--- src/rtl/axi4lite_arbiter_pkg.sv ---
// Shared types for the AXI4-Lite N:1 arbiter: FSM state encoding and response codes.
package axi4lite_pkg;

  typedef enum logic [2:0] {IDLE, WR, WR_RESP, RD, RD_DATA, ERR} state_t;

  localparam logic RESP_OKAY = 1'b0;
  localparam logic RESP_ERR  = 1'b1;

endpackage

--- src/rtl/axi4lite_arbiter_if.sv ---
// AXI4-Lite bundle for N ports; lane i of every vector belongs to port i.
interface axi4lite_arbiter_if #(
  parameter int N  = 1,
  parameter int AW = 32,
  parameter int DW = 32
);
  logic [N-1:0]         awvalid, awready, awprot;
  logic [N-1:0]         wvalid, wready, wstrb;
  logic [N-1:0]         bvalid, bready, bresp;
  logic [N-1:0]         arvalid, arready, arprot;
  logic [N-1:0]         rvalid, rready, rresp;
  logic [N-1:0][AW-1:0] awaddr, araddr;
  logic [N-1:0][DW-1:0] wdata, rdata;

  modport master (
    output awvalid, awaddr, awprot, wvalid, wdata, wstrb, bready,
           arvalid, araddr, arprot, rready,
    input  awready, wready, bvalid, bresp, arready, rvalid, rdata, rresp
  );

  modport slave (
    input  awvalid, awaddr, awprot, wvalid, wdata, wstrb, bready,
           arvalid, araddr, arprot, rready,
    output awready, wready, bvalid, bresp, arready, rvalid, rdata, rresp
  );
endinterface

--- src/rtl/axi4lite_arbiter_rr_arbiter.sv ---
// Combinational round-robin picker: first requester at or after ptr, wrapping.
module rr_arbiter #(
  parameter int N  = 2,
  parameter int PW = 1
) (
  input  logic [N-1:0]  req,
  input  logic [PW-1:0] ptr,
  output logic [N-1:0]  gnt,
  output logic [PW-1:0] idx,
  output logic          valid
);

  logic [PW-1:0] j;

  // Scan from the farthest slot back toward ptr so the nearest requester wins.
  always_comb begin
    gnt   = '0;
    idx   = '0;
    valid = 1'b0;
    j     = '0;
    for (int k = N - 1; k >= 0; k--) begin
      j = PW'((int'(ptr) + k) % N);
      if (req[j]) begin
        gnt    = '0;
        gnt[j] = 1'b1;
        idx    = j;
        valid  = 1'b1;
      end
    end
  end

endmodule

--- src/rtl/axi4lite_arbiter.sv ---
// Round-robin N:1 AXI4-Lite arbiter, one transaction in flight.
// Optional watchdog with error response: define AXI4LITE_ARB_TIMEOUT_EN.
module axi4lite_arbiter
  import axi4lite_pkg::*;
#(
  parameter int N_MASTERS      = 2,
  parameter int ADDR_WIDTH     = 32,
  parameter int DATA_WIDTH     = 32,
  parameter int TIMEOUT_CYCLES = 256
) (
  input  logic               clk,
  input  logic               rst,
  axi4lite_arbiter_if.slave  s_bus,
  axi4lite_arbiter_if.master m_bus
);

  localparam int PW = (N_MASTERS > 1) ? $clog2(N_MASTERS) : 1;

  state_t                 state, state_n;
  logic [PW-1:0]          ptr, gidx, arb_idx;
  logic [N_MASTERS-1:0]   req, arb_gnt, gnt_oh;
  logic                   arb_vld, aw_done, w_done;
  logic                   aw_hs, w_hs, ar_hs;
  logic                   up_awready, up_wready, up_arready;
  logic                   up_bvalid, up_bresp, up_rvalid, up_rresp;
  logic [DATA_WIDTH-1:0]  up_rdata;
  logic [ADDR_WIDTH-1:0]  g_awaddr, g_araddr;

  assign req = s_bus.awvalid | s_bus.arvalid;

  rr_arbiter #(.N(N_MASTERS), .PW(PW)) u_rr (
    .req   (req),
    .ptr   (ptr),
    .gnt   (arb_gnt),
    .idx   (arb_idx),
    .valid (arb_vld)
  );

  // Payload muxes are driven straight from the grant register.
  assign g_awaddr     = s_bus.awaddr[gidx];
  assign g_araddr     = s_bus.araddr[gidx];
  assign m_bus.awaddr = g_awaddr;
  assign m_bus.awprot = s_bus.awprot[gidx];
  assign m_bus.wdata  = s_bus.wdata[gidx];
  assign m_bus.wstrb  = s_bus.wstrb[gidx];
  assign m_bus.araddr = g_araddr;
  assign m_bus.arprot = s_bus.arprot[gidx];

  assign s_bus.awready = gnt_oh & {N_MASTERS{up_awready}};
  assign s_bus.wready  = gnt_oh & {N_MASTERS{up_wready}};
  assign s_bus.arready = gnt_oh & {N_MASTERS{up_arready}};
  assign s_bus.bvalid  = gnt_oh & {N_MASTERS{up_bvalid}};
  assign s_bus.bresp   = gnt_oh & {N_MASTERS{up_bresp}};
  assign s_bus.rvalid  = gnt_oh & {N_MASTERS{up_rvalid}};
  assign s_bus.rresp   = gnt_oh & {N_MASTERS{up_rresp}};
  assign s_bus.rdata   = {N_MASTERS{up_rdata}};

  assign aw_hs = up_awready & s_bus.awvalid[gidx];
  assign w_hs  = up_wready  & s_bus.wvalid[gidx];
  assign ar_hs = up_arready & s_bus.arvalid[gidx];

`ifdef AXI4LITE_ARB_TIMEOUT_EN
  localparam int CW = $clog2(TIMEOUT_CYCLES + 1);
  logic [CW-1:0] cnt;
  logic          tmo, err_wr;

  assign tmo = (state inside {WR, WR_RESP, RD, RD_DATA}) && (cnt == CW'(TIMEOUT_CYCLES - 1));

  always_ff @(posedge clk or posedge rst) begin
    if (rst)                         cnt <= '0;
    else if (state == IDLE)          cnt <= '0;
    else if (!tmo && state != ERR)   cnt <= cnt + 1'b1;
  end
`else
  localparam int unused_timeout = TIMEOUT_CYCLES;
`endif

  always_comb begin
    state_n       = state;
    m_bus.awvalid = 1'b0;
    m_bus.wvalid  = 1'b0;
    m_bus.bready  = 1'b0;
    m_bus.arvalid = 1'b0;
    m_bus.rready  = 1'b0;
    up_awready    = 1'b0;
    up_wready     = 1'b0;
    up_arready    = 1'b0;
    up_bvalid     = 1'b0;
    up_bresp      = RESP_OKAY;
    up_rvalid     = 1'b0;
    up_rresp      = RESP_OKAY;
    up_rdata      = '0;
`ifdef AXI4LITE_ARB_TIMEOUT_EN
    // Expiry cycle: everything dark for one cycle, then ERR answers the master.
    if (tmo) state_n = ERR;
    else
`endif
    case (state)
      IDLE: if (arb_vld) state_n = s_bus.awvalid[arb_idx] ? WR : RD;
      WR: begin
        m_bus.awvalid = !aw_done & s_bus.awvalid[gidx];
        m_bus.wvalid  = !w_done  & s_bus.wvalid[gidx];
        up_awready    = !aw_done & m_bus.awready[0];
        up_wready     = !w_done  & m_bus.wready[0];
        if ((aw_done | (m_bus.awready[0] & s_bus.awvalid[gidx])) &
            (w_done  | (m_bus.wready[0]  & s_bus.wvalid[gidx])))
          state_n = WR_RESP;
      end
      WR_RESP: begin
        m_bus.bready = s_bus.bready[gidx];
        up_bvalid    = m_bus.bvalid[0];
        up_bresp     = m_bus.bresp[0];
        if (m_bus.bvalid[0] & s_bus.bready[gidx]) state_n = IDLE;
      end
      RD: begin
        m_bus.arvalid = s_bus.arvalid[gidx];
        up_arready    = m_bus.arready[0];
        if (m_bus.arready[0] & s_bus.arvalid[gidx]) state_n = RD_DATA;
      end
      RD_DATA: begin
        m_bus.rready = s_bus.rready[gidx];
        up_rvalid    = m_bus.rvalid[0];
        up_rresp     = m_bus.rresp[0];
        up_rdata     = m_bus.rdata[0];
        if (m_bus.rvalid[0] & s_bus.rready[gidx]) state_n = IDLE;
      end
`ifdef AXI4LITE_ARB_TIMEOUT_EN
      ERR: begin
        if (!(aw_done & w_done)) begin
          up_awready = err_wr & !aw_done;
          up_wready  = err_wr & !w_done;
          up_arready = !err_wr & !aw_done;
        end else if (err_wr) begin
          up_bvalid = 1'b1;
          up_bresp  = RESP_ERR;
          if (s_bus.bready[gidx]) state_n = IDLE;
        end else begin
          up_rvalid = 1'b1;
          up_rresp  = RESP_ERR;
          if (s_bus.rready[gidx]) state_n = IDLE;
        end
      end
`endif
      default: state_n = IDLE;
    endcase
  end

  // aw_done doubles as "address accepted" for reads so ERR can reuse it.
  always_ff @(posedge clk or posedge rst) begin
    if (rst) begin
      state   <= IDLE;
      ptr     <= '0;
      gidx    <= '0;
      gnt_oh  <= '0;
      aw_done <= 1'b0;
      w_done  <= 1'b0;
`ifdef AXI4LITE_ARB_TIMEOUT_EN
      err_wr  <= 1'b0;
`endif
    end else begin
      state <= state_n;
      if (state == IDLE) begin
        aw_done <= 1'b0;
        w_done  <= 1'b0;
        if (arb_vld) begin
          gidx   <= arb_idx;
          gnt_oh <= arb_gnt;
        end
      end else begin
        if (aw_hs | ar_hs) aw_done <= 1'b1;
        if (w_hs)          w_done  <= 1'b1;
        if (state_n == IDLE) begin
          ptr    <= (gidx == PW'(N_MASTERS - 1)) ? '0 : gidx + 1'b1;
          gnt_oh <= '0;
        end
      end
`ifdef AXI4LITE_ARB_TIMEOUT_EN
      if (tmo) begin
        err_wr <= state inside {WR, WR_RESP};
        if (state inside {RD, RD_DATA}) w_done <= 1'b1;
      end
`endif
    end
  end

endmodule

--- src/flat_wrapper.sv ---
// flat-port wrapper written by rule: the top's interface ports become plain ports
module axi4lite_arbiter_flat import axi4lite_pkg::*;
#(
  parameter int N_MASTERS      = 2,
  parameter int ADDR_WIDTH     = 32,
  parameter int DATA_WIDTH     = 32,
  parameter int TIMEOUT_CYCLES = 256
)
  (clk, rst, s_bus_awvalid, s_bus_awaddr, s_bus_awprot, s_bus_wvalid, s_bus_wdata, s_bus_wstrb, s_bus_bready, s_bus_arvalid, s_bus_araddr, s_bus_arprot, s_bus_rready, s_bus_awready, s_bus_wready, s_bus_bvalid, s_bus_bresp, s_bus_arready, s_bus_rvalid, s_bus_rdata, s_bus_rresp, m_bus_awvalid, m_bus_awaddr, m_bus_awprot, m_bus_wvalid, m_bus_wdata, m_bus_wstrb, m_bus_bready, m_bus_arvalid, m_bus_araddr, m_bus_arprot, m_bus_rready, m_bus_awready, m_bus_wready, m_bus_bvalid, m_bus_bresp, m_bus_arready, m_bus_rvalid, m_bus_rdata, m_bus_rresp);
  axi4lite_arbiter_if #(.N(2), .AW(32), .DW(32)) s_bus_i ();
  axi4lite_arbiter_if #(.N(1), .AW(32), .DW(32)) m_bus_i ();
  input  logic clk;
  input  logic rst;
  input wire logic [$bits(s_bus_i.awvalid)-1:0] s_bus_awvalid;
  input wire logic [$bits(s_bus_i.awaddr)-1:0] s_bus_awaddr;
  input wire logic [$bits(s_bus_i.awprot)-1:0] s_bus_awprot;
  input wire logic [$bits(s_bus_i.wvalid)-1:0] s_bus_wvalid;
  input wire logic [$bits(s_bus_i.wdata)-1:0] s_bus_wdata;
  input wire logic [$bits(s_bus_i.wstrb)-1:0] s_bus_wstrb;
  input wire logic [$bits(s_bus_i.bready)-1:0] s_bus_bready;
  input wire logic [$bits(s_bus_i.arvalid)-1:0] s_bus_arvalid;
  input wire logic [$bits(s_bus_i.araddr)-1:0] s_bus_araddr;
  input wire logic [$bits(s_bus_i.arprot)-1:0] s_bus_arprot;
  input wire logic [$bits(s_bus_i.rready)-1:0] s_bus_rready;
  output wire logic [$bits(s_bus_i.awready)-1:0] s_bus_awready;
  output wire logic [$bits(s_bus_i.wready)-1:0] s_bus_wready;
  output wire logic [$bits(s_bus_i.bvalid)-1:0] s_bus_bvalid;
  output wire logic [$bits(s_bus_i.bresp)-1:0] s_bus_bresp;
  output wire logic [$bits(s_bus_i.arready)-1:0] s_bus_arready;
  output wire logic [$bits(s_bus_i.rvalid)-1:0] s_bus_rvalid;
  output wire logic [$bits(s_bus_i.rdata)-1:0] s_bus_rdata;
  output wire logic [$bits(s_bus_i.rresp)-1:0] s_bus_rresp;
  output wire logic [$bits(m_bus_i.awvalid)-1:0] m_bus_awvalid;
  output wire logic [$bits(m_bus_i.awaddr)-1:0] m_bus_awaddr;
  output wire logic [$bits(m_bus_i.awprot)-1:0] m_bus_awprot;
  output wire logic [$bits(m_bus_i.wvalid)-1:0] m_bus_wvalid;
  output wire logic [$bits(m_bus_i.wdata)-1:0] m_bus_wdata;
  output wire logic [$bits(m_bus_i.wstrb)-1:0] m_bus_wstrb;
  output wire logic [$bits(m_bus_i.bready)-1:0] m_bus_bready;
  output wire logic [$bits(m_bus_i.arvalid)-1:0] m_bus_arvalid;
  output wire logic [$bits(m_bus_i.araddr)-1:0] m_bus_araddr;
  output wire logic [$bits(m_bus_i.arprot)-1:0] m_bus_arprot;
  output wire logic [$bits(m_bus_i.rready)-1:0] m_bus_rready;
  input wire logic [$bits(m_bus_i.awready)-1:0] m_bus_awready;
  input wire logic [$bits(m_bus_i.wready)-1:0] m_bus_wready;
  input wire logic [$bits(m_bus_i.bvalid)-1:0] m_bus_bvalid;
  input wire logic [$bits(m_bus_i.bresp)-1:0] m_bus_bresp;
  input wire logic [$bits(m_bus_i.arready)-1:0] m_bus_arready;
  input wire logic [$bits(m_bus_i.rvalid)-1:0] m_bus_rvalid;
  input wire logic [$bits(m_bus_i.rdata)-1:0] m_bus_rdata;
  input wire logic [$bits(m_bus_i.rresp)-1:0] m_bus_rresp;
  assign s_bus_i.awvalid = s_bus_awvalid;
  assign s_bus_i.awaddr = s_bus_awaddr;
  assign s_bus_i.awprot = s_bus_awprot;
  assign s_bus_i.wvalid = s_bus_wvalid;
  assign s_bus_i.wdata = s_bus_wdata;
  assign s_bus_i.wstrb = s_bus_wstrb;
  assign s_bus_i.bready = s_bus_bready;
  assign s_bus_i.arvalid = s_bus_arvalid;
  assign s_bus_i.araddr = s_bus_araddr;
  assign s_bus_i.arprot = s_bus_arprot;
  assign s_bus_i.rready = s_bus_rready;
  assign s_bus_awready = s_bus_i.awready;
  assign s_bus_wready = s_bus_i.wready;
  assign s_bus_bvalid = s_bus_i.bvalid;
  assign s_bus_bresp = s_bus_i.bresp;
  assign s_bus_arready = s_bus_i.arready;
  assign s_bus_rvalid = s_bus_i.rvalid;
  assign s_bus_rdata = s_bus_i.rdata;
  assign s_bus_rresp = s_bus_i.rresp;
  assign m_bus_awvalid = m_bus_i.awvalid;
  assign m_bus_awaddr = m_bus_i.awaddr;
  assign m_bus_awprot = m_bus_i.awprot;
  assign m_bus_wvalid = m_bus_i.wvalid;
  assign m_bus_wdata = m_bus_i.wdata;
  assign m_bus_wstrb = m_bus_i.wstrb;
  assign m_bus_bready = m_bus_i.bready;
  assign m_bus_arvalid = m_bus_i.arvalid;
  assign m_bus_araddr = m_bus_i.araddr;
  assign m_bus_arprot = m_bus_i.arprot;
  assign m_bus_rready = m_bus_i.rready;
  assign m_bus_i.awready = m_bus_awready;
  assign m_bus_i.wready = m_bus_wready;
  assign m_bus_i.bvalid = m_bus_bvalid;
  assign m_bus_i.bresp = m_bus_bresp;
  assign m_bus_i.arready = m_bus_arready;
  assign m_bus_i.rvalid = m_bus_rvalid;
  assign m_bus_i.rdata = m_bus_rdata;
  assign m_bus_i.rresp = m_bus_rresp;
  axi4lite_arbiter #(.N_MASTERS(N_MASTERS), .ADDR_WIDTH(ADDR_WIDTH), .DATA_WIDTH(DATA_WIDTH), .TIMEOUT_CYCLES(TIMEOUT_CYCLES)) u_core (.clk(clk), .rst(rst), .s_bus(s_bus_i), .m_bus(m_bus_i));
endmodule
--- config.mk ---
export PLATFORM = sky130hd
export DESIGN_NAME = axi4lite_arbiter_flat
export DESIGN_NICKNAME = d
export VERILOG_FILES = /design/src/rtl/axi4lite_arbiter_pkg.sv /design/src/rtl/axi4lite_arbiter_if.sv /design/src/rtl/axi4lite_arbiter_rr_arbiter.sv /design/src/rtl/axi4lite_arbiter.sv /design/src/flat_wrapper.sv
export SDC_FILE = /design/constraint.sdc
export NUM_CORES = 1
export LEC_CHECK = 0
export BUFFER_PORTS_ARGS = -buffer_cell sky130_fd_sc_hd__buf_2
export CAP_MARGIN = 20
export CORE_AREA = 8 8 163 165
export CTS_BUF_LIST = sky130_fd_sc_hd__clkbuf_8
export DETAILED_ROUTE_END_ITERATION = 6
export DIE_AREA = 0 0 171 173
export PLACE_DENSITY = 0.41
export SETUP_SLACK_MARGIN = 0.4
export SLEW_MARGIN = 10
export SYNTH_ARGS = -nofsm -noshare
export SYNTH_HDL_FRONTEND = slang
export SYNTH_SLANG_ARGS = --single-unit
--- constraint.sdc ---
create_clock -name clk -period 1.9 [get_ports clk]
set_clock_uncertainty 0.05 [all_clocks]
set_input_delay 0.38 -clock clk [delete_from_list [all_inputs] [get_ports clk]]
set_output_delay 0.38 -clock clk [all_outputs]
set_load 0.03 [all_outputs]
==> metrics.txt, run 1 <==
outcome=complete, but fails checks; failing checks=setup timing; vias in the first global route=4,230; Die Wd=171 µm; clock sink count=9; TritonCTS buffer count=3; FMAX=498 MHz; DR vias/cell=3.68; root buffer cell=clkbuf_8; PnR worst setup slack=-0.108 ns; setup_tns=-5.56 ns; first-pass GRT wire length=27,600 µm; Seq. cell area=233 µm²; Final Hold Fails=0; Congestion Overflow GR=0; relative slew slack=72.6%; post-synthesis cell type count=42; # H-tree levels=1; Max VDD drop=0.000417 V; Yosys warnings=0; GRT Total Usage=12.0%; CP Cell Sequence=buf_12 > buf_12 > mux2_4 > buf_4; async set or reset register ratio after synthesis=100%; via count=3,793; port bufs=430; register bit total from synthesis=9; Leak=3.68 nW; Seq/Total Area, Yosys=9.33%; worst-margin pin slew=0.408 ns; crit-path max cell delay=0.48 ns; hold_ws=0.0937 ns; area of the multi-input gates=0.00262 mm²; Synth Flop Type=dfrtp_1; unrepaired setup endpoints after global routing=yes; CP arrival=1.58 ns; most frequent cell on the critical path=buf_12; startpoint types=flop; fin. max-slew vios=0; row cnt=57; Ports=431; Mapped Nets=522; pwr/cell area=1280 mW/mm²; critical path's slowest cell=dfrtp_4; cells on worst reg2reg path=5; Worst setup EP type=primary output; Area Overhead vs Synth=192%; gpl congestion=0.827; commonest non-fill, non-tap cell in the layout=buf_2; EDFF count, synth=0; full die area=0.0296 mm²; DRC violations left=0; Crit Path Class=reg2out; Max Cap Violations=0; Worst Hold Class=in2async; Syn Inst Count=273; antenna violations before repair=1; post-route ant nets=0; Mean Syn Cell Area=8.85 µm²; Req. time, crit path=1.47 ns; Tcrit/Tclk final=106%; reg-to-reg slack, setup=0.16 ns; worst-path fanout max=18; Initial Util=10.1%; RR Startpoint=u_core.gidx; worst skew pair latency=0.23 ns; total wire length=19,400 µm; die extent in y=173 µm; DRT Pass-1 Iters=4; most frequent cells in the layout=buf_2 (255), buf_6 (146), mux2_4 (91); min cycle time layout=2.01 ns; clock slew at reported path FFs=0.05 ns; nets=956; Core Footprint=0.0240 mm²; largest net degree at the start of global routing=24; # hold bufs at CTS=0; synthesized cell area=0.00241 mm²; final count of negative-setup-slack endpoints=96; worst r2r dst=u_core.ptr; hpwl dp=16,500 µm; layout cells sized above 1=94.8%; Filler cells=2,535; drt wl/cell=18.8 µm; maximum clock path buffer count=2; drt first-iter violations=102; CTS tree=done
## synthesized netlist by cell type, types with 2 or more instances
cell type	instances	area share, %
dfrtp_1	9	9.3
mux2_2	99	46
o21ai_0	2	0.41
nor3b_1	3	0.93
mux2i_1	4	1.7
nor3_1	3	0.62
nor2b_1	5	1.3
nor2_1	12	1.9
inv_1	4	0.62
clkbuf_1	7	1.1
and3_1	40	10
nand2_1	7	1.1
buf_4	32	9.9
and2_1	2	0.52
nand2b_1	4	1.0
buf_2	13	2.7
o22ai_1	2	0.52
## area by class of cell
| type | count | share of cell area [%] |
|---|---|---|
| well taps | 324 | 5.75 |
| flip-flops and latches | 9 | 3.30 |
| repair buffers | 483 | 52.9 |
| multi-input cells | 206 | 37.2 |
| clock buffers | 3 | 0.585 |
| inverters | 4 | 0.213 |
| diodes | 1 | 0.0355 |
| clock inverters | 1 | 0.0532 |
## timing repair
action                                  4_1_cts  5_1_grt
pin swaps                                    13       11
buffers inserted                             16        6
gates resized for setup                     328       39
endpoints found under the setup margin      189      190
gates cloned                                  3        0
## sequential cells by signal (all words and copies together) (netlist names)
name / flops
u_core.aw_done: 1
u_core.ptr: 1
u_core.gnt_oh: 2
u_core.w_done: 1
u_core.state: 3
u_core.gidx: 1
## worst max-delay path by stage
stage	from	endpoint	slack, ns	cells past startpoint
after floorplan	u_core.state[1]	s_bus_bresp[0]	0.27	4
after CTS	u_core.gidx	m_bus_awvalid	-0.13	4
after global placement	u_core.gidx	m_bus_arvalid	0.13	4
final	u_core.gidx	m_bus_wdata[26]	-0.11	4
after global routing	u_core.gidx	m_bus_wdata[26]	-0.14	4
after detailed placement	u_core.gidx	m_bus_arvalid	0.11	4
## where the power goes
part	leakage [nW]	internal, mW	switching (mW)
Sequential	0.105	0.292	0.166
Clock	0.0269	0.141	0.0769
Combinational	3.55	4.25	4.13
Total	3.68	4.68	4.37
## metal layers
metal	global-route usage, %	vias to the layer above	routed length [µm]
met1	13.4	1747	7430
met5	0	-	0
li1	-	1840	-
met2	22.6	186	10200
met4	2.14	0	300
met3	2.98	20	1520
## through the flow
| step | power (mW) | instances | instance area (µm²) | utilization, % | worst slack (ns) |
|---|---|---|---|---|---|
| global route | 9.50 | 1031 | 7050 | 29.4 | -0.137 |
| finish | 9.05 | 1031 | 7050 | 29.4 | -0.108 |
| global placement | 6.95 | 1001 | 5570 | 23.2 | 0.125 |
| detailed placement | 6.92 | 1001 | 5570 | 23.2 | 0.112 |
| floorplan | 5.47 | 273 | 3400 | - | 0.266 |
| CTS | 8.82 | 1024 | 6870 | 28.6 | -0.129 |
## cell families (layout without fill, tap and decap cells)
| kind of cell | Yosys count | count (layout) | share of synthesized area (%) |
|---|---|---|---|
| AO/OA/AOI/OAI | 22 | 22 | 7.77 |
| buffers and inverters | 58 | 491 | 15.0 |
| flip-flops | 9 | 9 | 9.33 |
| multiplexers | 105 | 105 | 49.0 |
| other | 0 | 1 | 0 |
| AND/OR/NAND/NOR | 79 | 79 | 18.9 |
## worst max-delay path, delay by kind of cell (launching register included)
kind | cells | cell delay, ns
multiplexers | 1 | 0.32
buffers and inverters | 3 | 0.52
flip-flops | 1 | 0.48
Note: power is estimated with default switching activity, not from simulation.
==> run 2, diff against run 1 <==
--- a/config.mk
+++ b/config.mk
@@ -7,11 +7,11 @@
 export LEC_CHECK = 0
 export BUFFER_PORTS_ARGS = -buffer_cell sky130_fd_sc_hd__buf_2
 export CAP_MARGIN = 20
-export CORE_AREA = 8 8 163 165
+export CORE_AREA = 5 5 165 167
 export CTS_BUF_LIST = sky130_fd_sc_hd__clkbuf_8
 export DETAILED_ROUTE_END_ITERATION = 6
-export DIE_AREA = 0 0 171 173
-export PLACE_DENSITY = 0.41
+export DIE_AREA = 0 0 170 172
+export PLACE_DENSITY = 0.39
 export SETUP_SLACK_MARGIN = 0.4
 export SLEW_MARGIN = 10
 export SYNTH_ARGS = -nofsm -noshare
==> run 2 against run 1 <==
Effect of this change:
- the run still ends with setup timing left
- critical path depth did not move
- sequential power is 0.9% higher
- highest routed layer is now met5
- wire length is 5.1% lower
- fmax shrank 0.33%
==> metrics.txt, run 2 (synthesis results as in run 1) <==
outcome=complete, but fails checks; failing checks=setup timing; Final Hold Fails=0; Layout Utilization=29.1%; gpl congestion=0.785; Worst setup EP type=primary output; layout cells sized above 1=95.2%; setup slack at placement=0.0935 ns; Area Overhead vs Synth=208%; port bufs=430; most frequent cells in the layout=buf_2 (268), buf_6 (174), mux2_4 (91); GR Util met2=19.4%; grt met1 use=13.8%; # hold bufs at CTS=0; hpwl dp=15,400 µm; Comb pwr share=92.9%; Initial Util=9.43%; drt first-iter violations=109; Internal=5.20 mW; Die Wd=170 µm; Max Cap Violations=0; Core Footprint=0.0256 mm²; clock slew at reported path FFs=0.05 ns; Reg with most FFs=u_core.state; pwr/cell area=1310 mW/mm²; Largest register FFs=3; unrepaired setup endpoints after global routing=yes; worst-path fanout max=18; crit-path max cell delay=0.51 ns; Sequential Power Share=4.8%; maximum clock path buffer count=2; GRT Total Usage=10.8%; final count of negative-setup-slack endpoints=167; Net Sw Power=4.52 mW; drt wl/cell=17.4 µm; Largest regs=u_core.state: 3 flops, u_core.gnt_oh: 2 flops; vias in the first global route=4,112; total wire length=18,400 µm; busiest grt layer=met2; TritonCTS buffer count=3; hold_ws=0.0783 ns; RR Startpoint=u_core.gidx; Leak=3.86 nW; CTS tree=done; worst skew pair latency=0.24 ns; full die area=0.0292 mm²; Cell Area, Placed=0.00563 mm²; die extent in y=172 µm; CP Cell Sequence=buf_12 > buf_4 > mux2_4 > buf_6; nets=976; root buffer cell=clkbuf_8; setup_tns=-10.56 ns; Tcrit/Tclk final=106%; clock power share=2.3%; CP Buf/Inv Count=3; # H-tree levels=1; first-pass GRT wire length=24,800 µm; post-route ant nets=0; Ports=431; # diodes=0; row cnt=59; PnR worst setup slack=-0.115 ns; via count=3,869; min cycle time layout=2.01 ns; Worst Hold Class=in2async; Filler cells=2,694; critical path's slowest cell=dfrtp_4; largest net degree at the start of global routing=19; fin. max-slew vios=0; post-route cell area=0.00744 mm²; Congestion Overflow GR=0; commonest non-fill, non-tap cell in the layout=buf_2; Worst path top cell family by delay=flip-flops; Crit Path Class=reg2out; clock sink count=9; Req. time, crit path=1.47 ns; Setup crit start=u_core.gidx; Max VDD drop=0.000541 V; met3 Usage GRT=2.35%; Sw Ratio=46.5%; relative slew slack=69.1%; antenna violations before repair=2; DRT Pass-1 Iters=4; DRC violations left=0; DR vias/cell=3.65; FMAX=496 MHz; startpoint types=flop; CP arrival=1.58 ns; worst-margin pin slew=0.460 ns
==> run 2: changes by cell type in the layout (fill, tap and decap cells not counted), sizes merged <==
cell and delta:
diode -1, buf +19, bufbuf +1
==> run 2: metal layers <==
layer,vias up,wire length (µm)
li1,1877,-
met1,1812,7310
met2,170,9650
met5,-,13
met4,2,117
met3,8,1350
==> run 2: final timing paths <==
path	to	slack, ns	cells past startpoint
worst max-delay path	m_bus_araddr[5]	-0.11	4
worst min register to register	u_core.ptr	0.53	2
worst min-delay path	u_core.ptr	0.08	2
worst max register to register	u_core.state[1]	0.04	7
min in group clk	u_core.state[2]	0.49	3
max in group asynchronous	u_core.gidx	1.39	2
==> run 2: area by class of cell <==
type,instances,area (µm²),area share [%]
clock buffers,3,41.3,0.555
multi-input cells,206,2690,36.1
clock inverters,1,3.75,0.0504
flip-flops and latches,9,231,3.11
repair buffers,503,4050,54.4
inverters,4,15.0,0.202
well taps,335,419,5.63
==> run 2: timing repair <==
item | 4_1_cts | 5_1_grt
pin swaps | 27 | 22
buffers inserted | 23 | 14
gates cloned | 4 | 0
setup endpoints to repair | 190 | 191
gates resized for setup | 357 | 32
==> run 2: per-stage QoR <==
step	power, mW	std cells
2_1_floorplan	5.47	273
3_3_place_gp	7.10	1016
3_5_place_dp	7.08	1016
4_1_cts	9.34	1047
5_1_grt	10.2	1061
6_report	9.72	1061
==> run 2: power by group through the flow <==
stage	Combinational [mW]	Clock [mW]	Sequential [mW]
2_1_floorplan	5.10	0	0.373
3_3_place_gp	6.65	0	0.451
3_5_place_dp	6.63	0	0.451
4_1_cts	8.64	0.236	0.463
5_1_grt	9.48	0.251	0.483
6_report	9.03	0.228	0.462
==> run 3, diff against run 2 <==
--- a/config.mk
+++ b/config.mk
@@ -11,7 +11,8 @@
 export CTS_BUF_LIST = sky130_fd_sc_hd__clkbuf_8
 export DETAILED_ROUTE_END_ITERATION = 6
 export DIE_AREA = 0 0 170 172
-export PLACE_DENSITY = 0.39
+export HOLD_SLACK_MARGIN = 0.12
+export PLACE_DENSITY_LB_ADDON = 0.08
 export SETUP_SLACK_MARGIN = 0.4
 export SLEW_MARGIN = 10
 export SYNTH_ARGS = -nofsm -noshare
==> run 3 against run 2 <==
Effect of this change:
- the flow still finishes with violations (setup timing)
- die area unchanged
- first-iteration DRC count down 11%
- clock power down 3%
- sequential cell count unchanged
- sequential power up 3%
- total power up 4.4%
- critical path depth unchanged
- final cell count down 0.28%
- critical path type unchanged
- largest cell class unchanged
- largest power group unchanged
==> metrics.txt, run 3 (synthesis results as in run 1) <==
outcome=complete, but fails checks; failing checks=setup timing; cells on worst reg2reg path=7; clock slew at reported path FFs=0.05 ns; Congestion Overflow GR=0; pwr/cell area=1330 mW/mm²; worst-margin pin slew=0.407 ns; unrepaired setup endpoints after global routing=yes; die extent in y=172 µm; Ports=431; CP Buf/Inv Count=3; Core Footprint=0.0256 mm²; drt wl/cell=18.6 µm; gpl congestion=0.868; clock sink count=9; GRT Total Usage=11.7%; Worst setup EP type=primary output; via count=3,946; Power, Total=10.2 mW; drt first-iter violations=97; Req. time, crit path=1.47 ns; Die Wd=170 µm; first-pass GRT wire length=26,300 µm; met3 routed WL=1410 µm; Layout Utilization=29.8%; Largest register FFs=3; total wire length=19,700 µm; CTS tree=done; Worst Hold Class=in2reg; fin. max-slew vios=0; highest routed layer=met4; DR vias/cell=3.73; Area Overhead vs Synth=216%; Worst path top cell family by delay=flip-flops; Max VDD drop=0.000547 V; setup_tns=-8.36 ns; met1 wire length=7030 µm; Initial Util=9.43%; Largest regs=u_core.state: 3 flops, u_core.gnt_oh: 2 flops; Leak=3.89 nW; antenna violations before repair=4; post-route ant nets=0; WP depth=4; relative slew slack=72.9%; FMAX=498 MHz; final count of negative-setup-slack endpoints=144; root buffer cell=clkbuf_8; layout cells sized above 1=94.6%; Final Hold Fails=0; largest net degree at the start of global routing=23; DRC violations left=0; hold path depth=4; post-route cell area=0.00763 mm²; Cell Area, Placed=0.00551 mm²; vias in the first global route=4,287; full die area=0.0292 mm²; TritonCTS buffer count=3; crit-path max cell delay=0.53 ns; Max Cap Violations=0; maximum clock path buffer count=2; worst-path fanout max=6; commonest non-fill, non-tap cell in the layout=buf_2; CP arrival=1.58 ns; Reg with most FFs=u_core.state; min cycle time layout=2.01 ns; worst skew pair latency=0.23 ns; PnR worst setup slack=-0.109 ns; Tcrit/Tclk final=106%; row cnt=59; # H-tree levels=1; WHS Endpoint=u_core.aw_done; startpoint types=flop; met2 routed WL=10,900 µm; nets=968; RR Startpoint=u_core.gidx; worst hold start=m_bus_arready; worst r2r dst=u_core.gnt_oh[1]; port bufs=430; reg-to-reg slack, setup=0.05 ns; most frequent cells in the layout=buf_2 (248), buf_6 (188), mux2_4 (91); CP Cell Sequence=buf_12 > buf_16 > mux2_4 > buf_6; DRT Pass-1 Iters=4; hpwl dp=16,000 µm; Crit Path Class=reg2out; critical path's slowest cell=dfrtp_4
## run 3: worst register-to-register path, stage by stage (launching register included)
cell	delay, ns
dfrtp_4	0.53
buf_6	0.15
buf_6	0.11
mux2i_4	0.18
buf_4	0.15
nor3b_4	0.27
a211oi_4	0.08
a31o_2	0.21
## run 3: cell type report
| cell class | count | area [µm²] |
|---|---|---|
| tap | 335 | 419 |
| timing repair buffer | 495 | 4260 |
| fill | 2674 | 18000 |
| inverter | 4 | 15.0 |
| clock inverter | 1 | 3.75 |
| multi-input combinational | 206 | 2650 |
| antenna | 5 | 12.5 |
| clock buffer | 3 | 41.3 |
| sequential | 9 | 233 |
## run 3: metal layers
| layer | up-vias | GRT usage, % |
|---|---|---|
| li1 | 1876 | - |
| met1 | 1860 | 13.4 |
| met2 | 190 | 22.7 |
| met3 | 20 | 2.06 |
| met4 | 0 | 2.64 |
| met5 | - | 0 |
## run 3: worst max-delay path by stage
stage,to,slack [ns],startpoint
global placement,m_bus_araddr[26],0.02,u_core.gidx
finish,m_bus_wdata[22],-0.11,u_core.gidx
detailed placement,m_bus_awaddr[0],-0.01,u_core.gidx
global route,m_bus_araddr[5],-0.15,u_core.gidx
CTS,m_bus_wdata[22],-0.13,u_core.gidx
floorplan,s_bus_bresp[0],0.27,u_core.state[1]
## run 3: what timing repair did
item                       4_1_cts  5_1_grt
setup endpoints to repair      189      191
cloned                          11        1
hold buffers                     1        0
gates resized for setup        418       21
buffers inserted                26        4
pin swaps                       15       14
hold endpoints to repair         9        0
## run 3: power by group
part	internal (mW)	switching (mW)	total, mW
registers	0.293	0.186	0.478
logic	5.09	4.36	9.45
clock network	0.141	0.0796	0.221
total	5.52	4.63	10.2
## run 3: stage by stage
stage	instances	hold WS, ns	worst slack, ns
2_1_floorplan	273	0.158	0.266
3_3_place_gp	1006	0.333	0.0216
3_5_place_dp	1006	0.341	-0.00984
4_1_cts	1048	0.512	-0.128
5_1_grt	1057	0.547	-0.153
6_report	1058	0.521	-0.109
